**config.mk**
```make
export PLATFORM = sky130hd
export DESIGN_NAME = order_manager
export DESIGN_NICKNAME = d
export VERILOG_FILES = /design/src/rtl/order_pkg.sv /design/src/rtl/order_fifo.sv /design/src/rtl/order_manager.sv
export SDC_FILE = /design/constraint.sdc
export NUM_CORES = 1
export LEC_CHECK = 0
export ABC_AREA = 1
export ABC_CLOCK_PERIOD_IN_PS = 2320
export CELL_PAD_IN_SITES_DETAIL_PLACEMENT = 1
export CELL_PAD_IN_SITES_GLOBAL_PLACEMENT = 1
export CORE_UTILIZATION = 43
export CTS_BUF_LIST = sky130_fd_sc_hd__clkbuf_8
export DETAILED_ROUTE_END_ITERATION = 10
export GPL_TIMING_DRIVEN = 0
export PLACE_DENSITY = 0.84
export SKIP_CTS_REPAIR_TIMING = 1
export SLEW_MARGIN = 15
export SYNTH_ARGS = -nofsm -noshare
export SYNTH_HDL_FRONTEND = slang
export SYNTH_SLANG_ARGS = --single-unit
```
**constraint.sdc**
```tcl
create_clock -name clk -period 2.32 [get_ports clk]
set_input_delay 0.464 -clock clk [delete_from_list [all_inputs] [get_ports clk]]
set_output_delay 0.464 -clock clk [all_outputs]
set_load 0.005 [all_outputs]
```
**src/rtl/order_pkg.sv**
```systemverilog
// Shared types for the order manager.
//   SIDE_BUY / SIDE_SELL : encoding of order_side
//   order_t              : one queued order {side, price}
//   om_state_t           : order-offer FSM states
package order_pkg;

  localparam logic SIDE_BUY  = 1'b1;
  localparam logic SIDE_SELL = 1'b0;

  typedef struct packed {
    logic       side;
    logic [7:0] price;
  } order_t;

  typedef enum logic [1:0] {
    ST_IDLE  = 2'd0,
    ST_OFFER = 2'd1,
    ST_COOL  = 2'd2
  } om_state_t;

endpackage

```
**src/rtl/order_fifo.sv**
```systemverilog
// Pending-order queue: synchronous FIFO, DEPTH must be a power of two.
// Ports:
//   clk, rst_n   : clock, asynchronous active-low reset (pointers/count cleared)
//   push, wdata  : write request and data (ignored while full)
//   pop          : read request (ignored while empty)
//   head         : oldest entry, valid whenever empty=0
//   full, empty  : occupancy flags from the registered count
// A push and a pop in the same cycle are both honoured.
module order_fifo #(
  parameter int DEPTH = 4,
  parameter int WIDTH = 9
) (
  input  logic             clk,
  input  logic             rst_n,
  input  logic             push,
  input  logic             pop,
  input  logic [WIDTH-1:0] wdata,
  output logic [WIDTH-1:0] head,
  output logic             full,
  output logic             empty
);

  localparam int AW = (DEPTH > 1) ? $clog2(DEPTH) : 1;
  localparam logic [AW:0] FULL_CNT = DEPTH[AW:0];

  logic [WIDTH-1:0] mem [DEPTH];
  logic [AW-1:0]    wr_ptr;
  logic [AW-1:0]    rd_ptr;
  logic [AW:0]      count;
  logic             do_push;
  logic             do_pop;

  assign full    = (count == FULL_CNT);
  assign empty   = (count == '0);
  assign do_push = push && !full;
  assign do_pop  = pop && !empty;
  assign head    = mem[rd_ptr];

  always_ff @(posedge clk or negedge rst_n) begin
    if (!rst_n) begin
      wr_ptr <= '0;
      rd_ptr <= '0;
      count  <= '0;
    end else begin
      if (do_push) wr_ptr <= wr_ptr + AW'(1);
      if (do_pop)  rd_ptr <= rd_ptr + AW'(1);
      case ({do_push, do_pop})
        2'b10:   count <= count + (AW+1)'(1);
        2'b01:   count <= count - (AW+1)'(1);
        default: count <= count;
      endcase
    end
  end

  // Storage needs no reset: nothing is read until the count says it was written.
  always_ff @(posedge clk) begin
    if (do_push) mem[wr_ptr] <= wdata;
  end

endmodule

```
**src/rtl/order_manager.sv**
```systemverilog
// Order manager: turns buy/sell pulses into orders offered to a gateway.
// Qualifying pulses are queued with the sampled price; an FSM offers the
// queue head (valid/ready), updates the net position on each accepted order
// and then idles for COOLDOWN cycles.
// Handshake: order_valid is high only in OFFER and does not drop until
// order_ready is seen high on a rising edge; side/price are stable meanwhile.
// An order transfers on every edge where order_valid && order_ready.
// Ports:
//   clk, rst_n                : clock, asynchronous active-low reset
//   price_in                  : price captured with each signal
//   buy_signal, sell_signal   : one-cycle pulses (both high = no event)
//   order_valid/order_ready   : offer handshake
//   order_side, order_price   : offered order (0 when not offering)
//   position                  : signed net position of accepted orders
//   orders_sent               : accepted orders (wraps)
//   dropped_count             : rejected signals (saturates)
// Build option: define RISK_LIMIT_EN to reject signals that would push the
// projected position beyond +/-MAX_POS. FSM state is visible as `state`.
module order_manager
  import order_pkg::*;
#(
  parameter int MAX_POS    = 4,
  parameter int COOLDOWN   = 3,
  parameter int FIFO_DEPTH = 4
) (
  input  logic              clk,
  input  logic              rst_n,
  input  logic [7:0]        price_in,
  input  logic              buy_signal,
  input  logic              sell_signal,
  output logic              order_valid,
  input  logic              order_ready,
  output logic              order_side,
  output logic [7:0]        order_price,
  output logic signed [7:0] position,
  output logic [15:0]       orders_sent,
  output logic [15:0]       dropped_count
);

`ifdef RISK_LIMIT_EN
  localparam bit RISK_EN = 1'b1;
`else
  localparam bit RISK_EN = 1'b0;
`endif

  localparam logic signed [7:0] MAX_S = MAX_POS[7:0];
  localparam int CW = (COOLDOWN > 1) ? $clog2(COOLDOWN + 1) : 1;
  localparam logic [CW-1:0] COOL_INIT = (COOLDOWN > 0) ? CW'(COOLDOWN - 1) : '0;

  om_state_t         state, state_next;
  logic [CW-1:0]     cool_cnt, cool_cnt_next;
  logic signed [7:0] projected;
  logic              buy_ev, sell_ev, risk_block, accept, drop, pop;
  logic              fifo_full, fifo_empty;
  order_t            push_data, head;

  // Simultaneous buy and sell cancel out entirely.
  assign buy_ev  = buy_signal && !sell_signal;
  assign sell_ev = sell_signal && !buy_signal;

  // The projected position already includes every queued order, so the limit
  // holds even if the whole queue is eventually accepted.
  assign risk_block = RISK_EN && ((buy_ev && (projected >= MAX_S)) ||
                                  (sell_ev && (projected <= -MAX_S)));
  // Full is the pre-edge flag: a pop in this cycle does not make room.
  assign accept = (buy_ev || sell_ev) && !fifo_full && !risk_block;
  assign drop   = (buy_ev || sell_ev) && !accept;

  assign push_data.side  = buy_ev ? SIDE_BUY : SIDE_SELL;
  assign push_data.price = price_in;

  order_fifo #(
    .DEPTH (FIFO_DEPTH),
    .WIDTH ($bits(order_t))
  ) u_fifo (
    .clk   (clk),
    .rst_n (rst_n),
    .push  (accept),
    .pop   (pop),
    .wdata (push_data),
    .head  (head),
    .full  (fifo_full),
    .empty (fifo_empty)
  );

  always_ff @(posedge clk or negedge rst_n) begin
    if (!rst_n) begin
      state    <= ST_IDLE;
      cool_cnt <= '0;
    end else begin
      state    <= state_next;
      cool_cnt <= cool_cnt_next;
    end
  end

  always_comb begin
    state_next    = state;
    cool_cnt_next = cool_cnt;
    pop           = 1'b0;
    case (state)
      ST_IDLE: if (!fifo_empty) state_next = ST_OFFER;
      ST_OFFER: begin
        if (order_ready) begin
          pop = 1'b1;
          if (COOLDOWN == 0) begin
            state_next = ST_IDLE;
          end else begin
            state_next    = ST_COOL;
            cool_cnt_next = COOL_INIT;
          end
        end
      end
      ST_COOL: begin
        if (cool_cnt == '0) state_next = ST_IDLE;
        else                cool_cnt_next = cool_cnt - CW'(1);
      end
      default: state_next = ST_IDLE;
    endcase
  end

  assign order_valid = (state == ST_OFFER);
  assign order_side  = order_valid ? head.side  : 1'b0;
  assign order_price = order_valid ? head.price : 8'h00;

  always_ff @(posedge clk or negedge rst_n) begin
    if (!rst_n) begin
      position      <= '0;
      projected     <= '0;
      orders_sent   <= '0;
      dropped_count <= '0;
    end else begin
      if (pop) begin
        position    <= (head.side == SIDE_BUY) ? position + 8'sd1 : position - 8'sd1;
        orders_sent <= orders_sent + 16'd1;
      end
      if (accept) projected <= buy_ev ? projected + 8'sd1 : projected - 8'sd1;
      if (drop && (dropped_count != 16'hFFFF)) dropped_count <= dropped_count + 16'd1;
    end
  end

endmodule
```
==> out/results.tsv <==
metric	value	unit
status	finished clean	
worst_pin_slew	984.6	ps
finalCriticalPeriod	2301	ps
cts.reportedPaths.clkPinSlew	100	ps
cts_buffer_depth	2	
cts_made_buffers	9	
hold_viol	0	
critPathKind	reg2out	
root_buffer	clkbuf_8	
die_h	102.7	um
drive_above_1_share	12.48	%
ant_nets	0	
r2r_setup_slack	60	ps
multi_input_area	1792	um2
drc	0	
ir_worst_vdd	0.4723	mV
cp_slowest_cell	dfrtp_1	
power_density	1202	nW/um2
reg2reg_from	u_fifo.rd_ptr[0]	
grt_start_max_net_pins	52	
yosysWarnings	0	
drt_iter0_drc	169	
synth_nets	509	
fin_ws	19.48	ps
cts_tree	built	
fmax	0.4347	GHz
grt_pass1_wl	17930	um
wl_met3	302	um
overflow	0	
path_max_fanout	5	
grt_pass1_vias	3796	
finalSetupViolCount	0	
synthCells	479	
wl	12160	um
worst_path_most_repeated_cell	buf_4	
clk_latency	370	ps
syn_area	4359	um2
num_rows	36	
grt_usage	22.62	%
met1_length	5293	um
post_drt_via_cell_ratio	5.124	
top_layer_used	met4	
cts_num_sinks	87	
rsz0062_at_grt	yes	
antenna_found_initial	0	
ys_seq_area_share	54.08	%
maxSlewViolCount	0	
htree_levels	3	
drt-pass1-iter-count	4	
synth_seq_cells	87	
regArea	2359	um2
slew_headroom	34.12	%
worstSetupStartpointType	flip-flop	
worstPathArrival	1840	ps
timing.hold.ws	125.8	ps
start_util	44.39	%
fin_crit_sh	99.16	%
ios	63	
dpl_worst_slack	-439.6	ps
required	1860	ps
vias	3638	
route.met2.wl	6350	um
crit_family	buffers and inverters	
leakage	2.499	nW
synth_cell_types	31	
worstPathBufferInverterCount	6	
syn_to_final_growth	27.93	%
die-width	102.7	um
antenna_cells	0	
hold_class	in2async	
fill_cells	1153	
portBuffers	62	
die_area	10540	um2
coreArea	9819	um2
dp_hpwl	7840	um
worst_setup_path_end_kind	output port	
wl_per_cell	17.13	um
layout.nets	602	
critPathMaxStageDelay	370	ps
skew	16.75	ps
maxCapViolCount	0	
path_cells	inv_1, nor2_4, buf_6, clkinvlp_4, buf_4, buf_4, a21oi_2, clkbuf_2	
syn_avg_cell_area	9.101	um2
gp_congestion	0.8419	
crit_path_start	state[0]	
[layout make-up]
| type | count | share of cell area (%) |
|---|---|---|
| plain buffers | 8 | 1.414 |
| clock buffers | 9 | 2.221 |
| repair buffers | 80 | 13.84 |
| repair inverters | 2 | 0.2244 |
| flip-flops and latches | 87 | 42.29 |
| multi-input cells | 333 | 32.13 |
| inverters | 51 | 3.702 |
| clock inverters | 7 | 1.189 |
| well taps | 133 | 2.984 |
[logic make-up (layout without fill, tap and decap cells)]
logic type / Yosys count / after routing / share of synthesized area [%]
flops: 87 / 87 / 54.08
compound gates: 47 / 47 / 5.425
simple gates: 242 / 242 / 24.00
xor+xnor: 27 / 27 / 5.425
buf+inv: 59 / 157 / 5.855
fa+ha+maj: 17 / 17 / 5.224
[path summary, 6_finish.rpt]
check	end	cells past startpoint
setup / recovery	order_price[1]	8
hold / removal	position[7]	1
setup reg to reg	position[7]	14
hold reg to reg	u_fifo.count[0]	1
max in group asynchronous	u_fifo.rd_ptr[1]	1
min in group clk	u_fifo.count[0]	1
[power breakdown]
part | switching [W] | total, W | internal [W]
Sequential | 0.000297 | 0.00230 | 0.00200
Combinational | 0.00187 | 0.00334 | 0.00147
Clock | 0.000576 | 0.00107 | 0.000493
[worst reg2reg max path, stage by stage (launching register included)]
cell and delay, ps:
dfrtp_1 420, buf_6 150, buf_4 120, nand2_1 70, nand3_2 110, nand2_4 80, buf_4 160, ha_1 370
nand2_1 110, nor2_1 120, nand3_1 70, nand2_1 120, nand3_1 100, nand3_1 100, nand2_1 50
[stage by stage]
step	area, um2	setup TNS (ps)	utilization, %	power [W]	std cells
CTS	5334	-4104	54.32	0.006199	690
global placement	5146	-54190	52.41	0.004874	674
finish	5577	0	56.79	0.006702	710
floorplan	4359	0	-	0.003983	479
global route	5577	-208.5	56.79	0.007185	710
detailed placement	5144	-12950	52.38	0.005131	674
[cells in the final DEF, fill, tap and decap left out, drive strengths merged, types with 2 or more instances in the layout]
| cell type | count |
|---|---|
| a21oi | 15 |
| buf | 26 |
| clkbuf | 11 |
| clkdlybuf4s50 | 52 |
| clkinvlp | 8 |
| dfrtp | 51 |
| dlymetal6s2s | 8 |
| edfxtp | 36 |
| fa | 2 |
| ha | 15 |
| inv | 50 |
| nand2 | 125 |
| nand3 | 26 |
| nand4 | 11 |
| nor2 | 70 |
| nor3 | 6 |
| o21ai | 31 |
| xnor2 | 16 |
| xor2 | 11 |
[synthesized netlist by cell type]
library cell	count	area, um2
xnor2_1	16	140.1
inv_2	1	3.750
nor3_2	1	10.01
nand4_1	11	68.82
nor3b_1	1	7.510
nand3b_1	1	7.510
nor2_2	1	6.260
buf_12	1	20.02
fa_1	2	40.04
nand3_1	25	125.1
ha_1	15	187.7
a31oi_1	1	6.260
nand2b_1	1	6.260
buf_2	2	10.01
nand2_1	116	435.4
clkbuf_1	2	7.510
nand2_2	9	56.30
clkinv_1	4	15.01
buf_1	1	3.750
o21ai_0	31	155.2
inv_1	46	172.7
nor2_4	3	33.78
nor2_1	66	247.7
xor2_1	11	96.34
dfrtp_1	51	1276
nor3_1	5	25.02
nand3_2	1	10.01
a21oi_1	15	75.07
or2_2	1	6.260
buf_6	2	22.52
edfxtp_1	36	1081
[registers in the layout, indices dropped and copies added, names as in the netlist]
signal / cells
orders_sent: 16
u_fifo.wr_ptr: 2
u_fifo.rd_ptr: 2
position: 8
state: 2
cool_cnt: 2
dropped_count: 16
u_fifo.mem: 36
u_fifo.count: 3
[routing by layer]
| layer | vias up | track usage [%] |
|---|---|---|
| li1 | 1737 | - |
| met1 | 1816 | 27.17 |
| met4 | 0 | 8.132 |
| met2 | 67 | 40.62 |
| met3 | 18 | 3.932 |
| met5 | - | 0 |
(Power assumes the default switching activity.)
